## config.mk

```make
export PLATFORM = sky130hd
export DESIGN_NAME = fifo_word_packer_flat
export DESIGN_NICKNAME = d
export VERILOG_FILES = /design/src/rtl/fifo_pkg.sv /design/src/rtl/fifo_word_packer_if.sv /design/src/rtl/fifo_word_packer_lane_reg.sv /design/src/rtl/fifo_word_packer.sv /design/src/flat_wrapper.sv
export SDC_FILE = /design/constraint.sdc
export NUM_CORES = 1
export LEC_CHECK = 0
export ABC_AREA = 1
export CAP_MARGIN = 10
export CORE_MARGIN = 1
export CORE_UTILIZATION = 35
export CTS_CLUSTER_DIAMETER = 150
export DETAILED_ROUTE_END_ITERATION = 10
export GPL_ROUTABILITY_DRIVEN = 0
export REMOVE_ABC_BUFFERS = 1
export SKIP_CTS_REPAIR_TIMING = 1
export SYNTH_ARGS = -nofsm -noshare
export SYNTH_HDL_FRONTEND = slang
export SYNTH_SLANG_ARGS = --single-unit
export TNS_END_PERCENT = 1
```

## constraint.sdc

```tcl
create_clock -name clk_i -period 1.56 [get_ports clk_i]
set_input_delay 0.312 -clock clk_i [delete_from_list [all_inputs] [get_ports clk_i]]
set_output_delay 0.312 -clock clk_i [all_outputs]
set_load 0.05 [all_outputs]
```

## src/rtl/fifo_pkg.sv

```systemverilog
// Shared types and defaults for the FIFO word packer: FSM state encoding,
// default geometry and the lane-index width helper.
package fifo_pkg;

  typedef enum logic [1:0] {
    ST_FILL  = 2'd0,
    ST_DRAIN = 2'd1,
    ST_HOLD  = 2'd2
  } state_t;

  localparam int DEF_WIDTH   = 8;
  localparam int DEF_LANES   = 4;
  localparam int DEF_TIMEOUT = 16;

  // lane_cnt spans 0..LANES inclusive, hence the +1
  function automatic int lane_idx_w(input int lanes);
    return $clog2(lanes + 1);
  endfunction

endpackage

```

## src/rtl/fifo_word_packer_if.sv

```systemverilog
// FIFO read port plus packed-word valid/ready stream seen by fifo_word_packer.
// master = packer side, slave = FIFO/downstream side.
interface fifo_word_packer_if
  import fifo_pkg::*;
#(
  parameter int WIDTH = DEF_WIDTH,
  parameter int LANES = DEF_LANES
);
  logic                   fifo_empty_i;
  logic [WIDTH-1:0]       fifo_rdata_i;
  logic                   fifo_rd_en_o;
  logic [WIDTH*LANES-1:0] m_data_o;
  logic [LANES-1:0]       m_keep_o;
  logic                   m_valid_o;
  logic                   m_ready_i;

  modport master (
    input  fifo_empty_i, fifo_rdata_i, m_ready_i,
    output fifo_rd_en_o, m_data_o, m_keep_o, m_valid_o
  );

  modport slave (
    output fifo_empty_i, fifo_rdata_i, m_ready_i,
    input  fifo_rd_en_o, m_data_o, m_keep_o, m_valid_o
  );
endinterface

```

## src/rtl/fifo_word_packer_lane_reg.sv

```systemverilog
// packer_lane_reg: LANES x WIDTH lane storage with per-lane keep bits.
// A capture writes din into lane[idx]; clear zeroes data and keep.
module packer_lane_reg
  import fifo_pkg::*;
#(
  parameter int WIDTH = DEF_WIDTH,
  parameter int LANES = DEF_LANES,
  localparam int CW   = lane_idx_w(LANES)
) (
  input  logic                        clk_i,
  input  logic                        rst_i,
  input  logic                        cap,
  input  logic                        clr,
  input  logic [CW-1:0]               idx,
  input  logic [WIDTH-1:0]            din,
  output logic [LANES-1:0][WIDTH-1:0] data,
  output logic [LANES-1:0]            keep
);

  for (genvar i = 0; i < LANES; i++) begin : g_lane
    localparam logic [CW-1:0] IDX = CW'(i);
    logic [WIDTH-1:0] q;
    logic             k;

    always_ff @(posedge clk_i or negedge rst_i) begin
      if (!rst_i) begin
        q <= '0;
        k <= 1'b0;
      end else if (clr) begin
        q <= '0;
        k <= 1'b0;
      end else if (cap && idx == IDX) begin
        q <= din;
        k <= 1'b1;
      end
    end

    assign data[i] = q;
    assign keep[i] = k;
  end

endmodule

```

## src/rtl/fifo_word_packer.sv

```systemverilog
// fifo_word_packer: drains a sync FIFO, packs LANES entries per output word.
// Optional idle auto-flush is compiled in with `define PACKER_TIMEOUT_EN.
module fifo_word_packer
  import fifo_pkg::*;
#(
  parameter int WIDTH   = DEF_WIDTH,
  parameter int LANES   = DEF_LANES,
  parameter int TIMEOUT = DEF_TIMEOUT
) (
  input  logic                  clk_i,
  input  logic                  rst_i,
  input  logic                  flush_i,
  output logic                  busy_o,
  fifo_word_packer_if.master    bus
);

  localparam int              CW     = lane_idx_w(LANES);
  localparam logic [CW:0]     LANES_W = (CW+1)'(LANES);
  localparam logic [CW-1:0]   LAST   = CW'(LANES - 1);

  state_t                     state;
  logic [CW-1:0]              lane_cnt;
  logic                       rd_vld_q;
  logic                       flush_pend;
  logic                       m_valid;
  logic                       rd_en;
  logic                       capture;
  logic                       clr;
  logic                       flush_req;
  logic                       tmo_flush;
  logic [CW:0]                inflight;
  logic [LANES-1:0][WIDTH-1:0] lane_data;
  logic [LANES-1:0]           lane_keep;

  assign inflight = {1'b0, lane_cnt} + {{CW{1'b0}}, rd_vld_q};

  // rst_i in the term keeps the strobe low while reset is held, even if the FIFO is not empty
  assign rd_en = rst_i && (state == ST_FILL) && !bus.fifo_empty_i && !flush_pend
                 && (inflight < LANES_W);

  assign capture   = rd_vld_q && (state != ST_HOLD);
  assign clr       = (state == ST_HOLD) && m_valid && bus.m_ready_i;
  assign flush_req = flush_i || tmo_flush;

`ifdef PACKER_TIMEOUT_EN
  localparam int TW = $clog2(TIMEOUT + 1);
  localparam logic [TW-1:0] TMO = TW'(TIMEOUT);
  logic [TW-1:0] idle_cnt;

  always_ff @(posedge clk_i or negedge rst_i) begin
    if (!rst_i) begin
      idle_cnt <= '0;
    end else if (state != ST_FILL || capture || lane_cnt == '0) begin
      idle_cnt <= '0;
    end else if (idle_cnt != TMO) begin
      idle_cnt <= idle_cnt + TW'(1);
    end
  end

  assign tmo_flush = (state == ST_FILL) && (idle_cnt == TMO);
`else
  logic unused_tmo;
  assign unused_tmo = (TIMEOUT != 0);
  assign tmo_flush  = 1'b0;
`endif

  always_ff @(posedge clk_i or negedge rst_i) begin
    if (!rst_i) begin
      state      <= ST_FILL;
      lane_cnt   <= '0;
      rd_vld_q   <= 1'b0;
      flush_pend <= 1'b0;
      m_valid    <= 1'b0;
    end else begin
      rd_vld_q <= rd_en;
      if (capture) lane_cnt <= lane_cnt + CW'(1);

      case (state)
        ST_FILL: begin
          if (capture && lane_cnt == LAST) begin
            state   <= ST_HOLD;
            m_valid <= 1'b1;
          end else if (flush_req && (lane_cnt != '0 || rd_vld_q)) begin
            flush_pend <= 1'b1;
            // nothing landing next cycle: the word is final now
            if (!rd_vld_q && !rd_en) begin
              state   <= ST_HOLD;
              m_valid <= 1'b1;
            end else begin
              state <= ST_DRAIN;
            end
          end
        end
        ST_DRAIN: begin
          // no reads issue here, so any in-flight entry lands on this edge
          state   <= ST_HOLD;
          m_valid <= 1'b1;
        end
        ST_HOLD: begin
          if (clr) begin
            state      <= ST_FILL;
            m_valid    <= 1'b0;
            lane_cnt   <= '0;
            flush_pend <= 1'b0;
          end
        end
        default: state <= ST_FILL;
      endcase
    end
  end

  packer_lane_reg #(
    .WIDTH (WIDTH),
    .LANES (LANES)
  ) u_lane_reg (
    .clk_i (clk_i),
    .rst_i (rst_i),
    .cap   (capture),
    .clr   (clr),
    .idx   (lane_cnt),
    .din   (bus.fifo_rdata_i),
    .data  (lane_data),
    .keep  (lane_keep)
  );

  assign bus.fifo_rd_en_o = rd_en;
  assign bus.m_data_o     = lane_data;
  assign bus.m_keep_o     = lane_keep;
  assign bus.m_valid_o    = m_valid;
  assign busy_o           = (lane_cnt != '0) || rd_vld_q || m_valid;

endmodule

```

## src/flat_wrapper.sv

```systemverilog
// flat-port wrapper written by rule: the top's interface ports become plain ports
module fifo_word_packer_flat import fifo_pkg::*;
#(
  parameter int WIDTH   = DEF_WIDTH,
  parameter int LANES   = DEF_LANES,
  parameter int TIMEOUT = DEF_TIMEOUT
)
  (clk_i, rst_i, flush_i, busy_o, bus_fifo_empty_i, bus_fifo_rdata_i, bus_m_ready_i, bus_fifo_rd_en_o, bus_m_data_o, bus_m_keep_o, bus_m_valid_o);
  fifo_word_packer_if #(.WIDTH(WIDTH), .LANES(LANES)) bus_i ();
  input  logic clk_i;
  input  logic rst_i;
  input  logic flush_i;
  output logic busy_o;
  input wire logic [$bits(bus_i.fifo_empty_i)-1:0] bus_fifo_empty_i;
  input wire logic [$bits(bus_i.fifo_rdata_i)-1:0] bus_fifo_rdata_i;
  input wire logic [$bits(bus_i.m_ready_i)-1:0] bus_m_ready_i;
  output wire logic [$bits(bus_i.fifo_rd_en_o)-1:0] bus_fifo_rd_en_o;
  output wire logic [$bits(bus_i.m_data_o)-1:0] bus_m_data_o;
  output wire logic [$bits(bus_i.m_keep_o)-1:0] bus_m_keep_o;
  output wire logic [$bits(bus_i.m_valid_o)-1:0] bus_m_valid_o;
  assign bus_i.fifo_empty_i = bus_fifo_empty_i;
  assign bus_i.fifo_rdata_i = bus_fifo_rdata_i;
  assign bus_i.m_ready_i = bus_m_ready_i;
  assign bus_fifo_rd_en_o = bus_i.fifo_rd_en_o;
  assign bus_m_data_o = bus_i.m_data_o;
  assign bus_m_keep_o = bus_i.m_keep_o;
  assign bus_m_valid_o = bus_i.m_valid_o;
  fifo_word_packer #(.WIDTH(WIDTH), .LANES(LANES), .TIMEOUT(TIMEOUT)) u_core (.clk_i(clk_i), .rst_i(rst_i), .flush_i(flush_i), .busy_o(busy_o), .bus(bus_i));
endmodule
```

==> impl_metrics.yaml <==
power:
  p_comb_share_pct: 53.0
  switchingPower_mw: 2.21
  p_int_mw: 3.04
  p_seq_share_pct: 30.7
  max-vdd-ir-drop_mv: 1.28
  clockPowerShare_pct: 16.3
  switching_share_pct: 42.1
  p_per_area_mw_per_mm2: 1790
  p_leak_nw: 1.38
global_routing:
  grt_use_total_pct: 15.8
  grt_pass1_wl_mm: 7.45
  grt_pass1_vias: 1515
  grt_max_degree: 45
  antenna_found_initial: 0
  grt_overflow: 0
synthesis:
  yosysUniqueCellTypes: 27
  ys_warn_count: 0
  synth.most_common_cell: "dfrtp_1"
  synth_top_area_cell: "dfrtp_1"
  seq_area_frac_synth_pct: 54.9
  ys.flop_type: "dfrtp_1"
  synth_edf_count: 0
  syn_area_mm2: 0.00201
  synth_top_area_share_pct: 54.9
  syn_avg_cell_area_um2: 9.98
  ys_top_cells_by_count: "dfrtp_1 (44), nand2_1 (30), nand3_1 (28)"
  synthArstFlopShare_pct: 100
  ys_ff_latch: 44
  netlist_instances: 201
  yosys-top-cells-area: "dfrtp_1 (55%), nand3_1 (7.0%), o21ai_0 (6.5%)"
detailed_routing:
  viasPerCell: 4.80
  drc: 0
  wl_per_cell_um: 13.3
  drt-total-wl_mm: 4.48
  firstDrtPassIters: 5
  antenna_left: 0
  drtIter0Drc: 108
  vias: 1619
critical_path:
  startpoint: "u_core.lane_cnt[0]$_DFF_PN0_"
  worstPathArrival_ns: 1.41
  rr_endpoint: "u_core.state[1]$_DFFE_PN0P_"
  critical_path_class: "flop to primary output"
  critical_path_required_ns: 1.25
  cp-start-kind: "flop"
  critPathMaxFanout: 3
  r2r.worst_path.cells: 10
  r2r_setup_slack_ns: -0.04
  endpoint_kind: "primary output"
  timing.rr.start: "u_core.lane_cnt[0]$_DFF_PN0_"
timing:
  slew_headroom_pct: 63.6
  skew_ns: 0.00553
  holdWs_ns: 0.139
  tightest_slew_ns: 0.546
  finalWorstSetupSlack_ns: -0.165
  fin_crit_sh_pct: 111
  slew_viol_final: 0
  period_minus_slack_ns: 1.73
  finalSetupViolCount: 7
  clock.fmax_mhz: 580
  rsz0062_at_grt: "true"
  hold_viol: 0
clock_network:
  clock-root-buffer: "clkbuf_8"
  numCtsBuffers: 5
  cts_sinks: 44
  cts_tree: "done"
  cts.htree.levels: 2
  clkLatencyLatePin_ns: 0.29
  clk_pin_slew_ns: 0.08
  clock_path_buffers: 2
floorplan:
  row_count: 27
  core_mm2: 0.00551
  die_area_mm2: 0.00604
  die_w_um: 77.7
  fp.dieH_um: 77.7
  initial_core_util_pct: 36.4
  pin_count: 52
layout:
  layout.nets: 285
  drive_above_1_share_pct: 35.8
  diodes: 0
  synthToLayoutAreaGrowth_pct: 46.8
placement:
  dp_worst_setup_slack_ns: -0.0413
  portBuffers: 51
  hpwl_mm: 3.18
min_path:
  hold_class: "primary input to async pin"
run_status:
  outcome: "complete, but fails checks"
  violations: "setup timing"
run:
  cap_violations: 0
[worst max path at each step]
stage                                                         to  slack (ns)  cells past startpoint
global placement                                          busy_o       -0.03                      5
global route                                              busy_o       -0.23                      5
floorplan                       u_core.bus.m_valid_o$_DFFE_PN0P_       -0.34                      7
detailed placement  u_core.u_lane_reg.g_lane[0].q[5]$_DFFE_PN0P_       -0.04                      5
finish                                                    busy_o       -0.17                      5
CTS                                                       busy_o       -0.38                      5
[layout by cell type, fill, tap and decap left out]
cell type,count
dfrtp_1,44
buf_4,34
nand2_1,29
nand3_1,26
o21ai_0,25
buf_12,19
clkdlybuf4s50_1,11
inv_1,8
o21ai_2,8
inv_2,7
nor2_1,7
a21oi_1,6
ha_1,6
clkbuf_8,5
nand3_2,3
nand3_4,3
o21ai_1,3
nor2_2,2
clkinvlp_4,2
ha_4,2
nor2_4,1
nand3b_1,1
or2_4,1
a211oi_1,1
nand2_2,1
a21oi_2,1
or2_2,1
nand4_1,1
a21boi_0,1
nor3_1,1
clkinv_2,1
bufinv_16,1
buf_2,1
buf_6,1
buf_8,1
[stage by stage]
stage / power [mW] / setup TNS (ns) / std cells / utilization (%) / area [um^2]
floorplan: 3.08 / -6.21 / 190 / - / 1920
global placement: 4.12 / -0.0916 / 326 / 50.0 / 2750
detailed placement: 4.16 / -0.230 / 326 / 50.0 / 2750
CTS: 5.04 / -1.00 / 334 / 52.0 / 2860
global route: 5.57 / -3.25 / 337 / 53.5 / 2940
finish: 5.26 / -0.390 / 337 / 53.5 / 2940
[per-layer routing]
metal  up-vias  routed length, um  global-route usage [%]
li1        801                  -                       -
met1       762               2100                    22.1
met4         0                 33                    3.96
met5         -                  0                       0
met2        51               2130                    24.7
met3         5                216                    3.76
[power groups by stage]
stage / Sequential, mW / Combinational, mW / Clock [mW]
final: 1.61 / 2.78 / 0.858
after global routing: 1.64 / 2.99 / 0.943
after CTS: 1.62 / 2.53 / 0.887
after detailed placement: 1.64 / 2.52 / 0
after global placement: 1.63 / 2.49 / 0
after floorplan: 2.19 / 0.884 / 0
[critical path: stages (launching register included)]
cell	delay (ns)
dfrtp_1	0.41
inv_2	0.09
ha_4	0.14
nand3_2	0.09
or2_4	0.25
buf_8	0.15
[cells by family (layout without fill, tap and decap cells)]
| family | after synthesis | after routing | synth area share (%) |
|---|---|---|---|
| flops | 44 | 44 | 54.9 |
| simple gates | 77 | 77 | 19.7 |
| compound gates | 45 | 45 | 13.2 |
| fa+ha+maj | 8 | 8 | 4.99 |
| buf+inv | 27 | 91 | 7.30 |
[flip-flops by register name, indices dropped and copies added (netlist names)]
| name | count |
|---|---|
| u_core.bus.m_valid_o | 1 |
| u_core.lane_cnt | 3 |
| u_core.rd_vld_q | 1 |
| u_core.flush_pend | 1 |
| u_core.state | 2 |
| u_core.u_lane_reg.g_lane.q | 32 |
| u_core.u_lane_reg.g_lane.k | 4 |
[layout make-up]
class,count,area [um^2]
clock buffers,5,68.8
clock inverters,3,42.5
fillers,492,2560
inverters,16,63.8
multi-input cells,130,801
flip-flops and latches,44,1100
well taps,72,90.1
repair buffers,67,777
Note: power is estimated with default switching activity, not from simulation.
==> RTL change: new RTL, config.mk and constraints unchanged <==
Add a define of `PACKER_TIMEOUT_EN`.
--- a/src/rtl/fifo_word_packer.sv
+++ b/src/rtl/fifo_word_packer.sv
@@ -2,2 +2,4 @@
 // Optional idle auto-flush is compiled in with `define PACKER_TIMEOUT_EN.
+`define PACKER_TIMEOUT_EN
+
 module fifo_word_packer
Formal check against the unedited RTL: no difference found for any inputs over 10 cycles, from zero or initial values and one cycle with rst_i low; that may be too few to reach the edited logic, so the function may still have changed.
==> RTL change against the unedited design <==
The flow still finishes with violations (setup timing); worst setup slack worse by 120 ps; sequential cell count is 5 higher; critical path type unchanged; via count is 12% higher; clock power is 5.1% higher; register-to-register slack better by 90 ps; fmax is 6.7% lower; area after synthesis is 10% higher; combinational power is 25% higher; cell area is 7.6% higher; sequential share of layout area is 1.3 points higher; total power is 21% higher; routed wire length is 9.6% higher; count of clock-buffer cells in the layout is 1 higher.
==> RTL change: results <==
export IMPL_outcome="finished, violations left"
export IMPL_violations="setup timing"
export IMPL_yosys_top_cells_count="dfrtp_1, nand2_1, o21ai_0, nand3_1, inv_1"
export IMPL_via_count=1807
export IMPL_critical_path_top_delay_family="simple AND/OR/NAND/NOR gates"
export IMPL_seq_cells=49
export IMPL_placed_cell_area_um2=3000
export IMPL_dp_hpwl_mm=3.53
export IMPL_coreArea_um2=6030
export IMPL_yosys_cell_types_count=23
export IMPL_grt_max_degree=50
export IMPL_wl_met1_mm=2.33
export IMPL_nFillCells=577
export IMPL_drive_above_1_share_pct=28.4
export IMPL_setup_slack_ps=-288
export IMPL_dr_first_iter_drc_count=152
export IMPL_wire_per_inst_um=13.0
export IMPL_met2RoutedLength_mm=2.31
export IMPL_timing_rr_start="u_core.idle_cnt[0]$_DFFE_PN0P_"
export IMPL_setup_violations_final=2
export IMPL_dr_pass1_iters=4
export IMPL_met2_usage_pct=26.8
export IMPL_peakVddDrop_mv=0.935
export IMPL_nets=325
export IMPL_path_max_fanout=2
export IMPL_buffer_area_share_pct=24.4
export IMPL_multi_input_cells=155
export IMPL_grt_use_met1_pct=21.0
export IMPL_multiInputGateArea_um2=876
export IMPL_reg2reg_slack_ps=50
export IMPL_finClkSkew_ps=7.01
export IMPL_grt_pass1_wl_mm=8.09
export IMPL_slew_headroom_pct=59.0
export IMPL_clock_area_share_pct=3.51
export IMPL_grt_use_total_pct=16.1
export IMPL_ys_seq_area_share_pct=55.4
export IMPL_crit_arrival_ps=1540
export IMPL_fin_setup_tns_ps=-447
export IMPL_grt_pass1_vias=1739
export IMPL_reg2regPathDepth=11
export IMPL_n_clock_buffer=6
export IMPL_nNonClkBuffers=68
export IMPL_p_sw_mw=2.83
export IMPL_leakagePower_nw=1.54
export IMPL_r2r_end="u_core.bus.m_valid_o$_DFFE_PN0P_"
export IMPL_grt_util_met3_pct=4.78
RTL change: changes by cell type after synthesis, sizes merged, moves of 3 or more:
cell / delta
dfrtp: +5
nand2: +14
nor2: +4
inv: +7
nand3: +3
clkbuf: +3
RTL change: power by group through the flow:
stage	Clock [mW]	Sequential [mW]	Combinational, mW
after global routing	0.982	2.00	3.77
after CTS	0.925	1.95	3.36
after global placement	0	1.97	3.31
after detailed placement	0	1.97	3.36
after floorplan	0	2.88	1.02
final	0.902	1.95	3.48
RTL change: worst max path at each step:
stage                                           startpoint                                           end  slack (ps)  cells past startpoint
after floorplan           u_core.bus.m_valid_o$_DFFE_PN0P_              u_core.bus.m_valid_o$_DFFE_PN0P_        -340                      7
after global placement                    bus_fifo_empty_i                              bus_fifo_rd_en_o         -40                      5
after detailed placement       u_core.state[0]$_DFFE_PN0P_  u_core.u_lane_reg.g_lane[3].q[5]$_DFFE_PN0P_         -70                      8
after CTS                     u_core.lane_cnt[0]$_DFF_PN0_                                        busy_o        -390                      7
after global routing          u_core.lane_cnt[0]$_DFF_PN0_                                        busy_o        -380                      7
final                         u_core.lane_cnt[0]$_DFF_PN0_                                        busy_o        -290                      7
RTL change: kinds of logic after synthesis:
kind of cell	Yosys count	share of synthesized area, %
AND/OR/NAND/NOR	94	19.2
AO/OA/AOI/OAI	49	11.9
flip-flops	49	55.4
buffers and inverters	35	7.01
adder cells (fa/ha/maj)	10	5.66
XOR/XNOR	2	0.792
RTL change: through the flow:
stage	power [mW]	worst slack [ps]	hold slack (ps)	util [%]	std cells
after floorplan	3.90	-344	16.4	-	227
after global placement	5.28	-41.1	470	49.8	370
after detailed placement	5.33	-66.5	477	49.8	370
after CTS	6.23	-391	150	51.6	378
after global routing	6.75	-378	178	52.6	378
final	6.34	-288	124	52.6	378
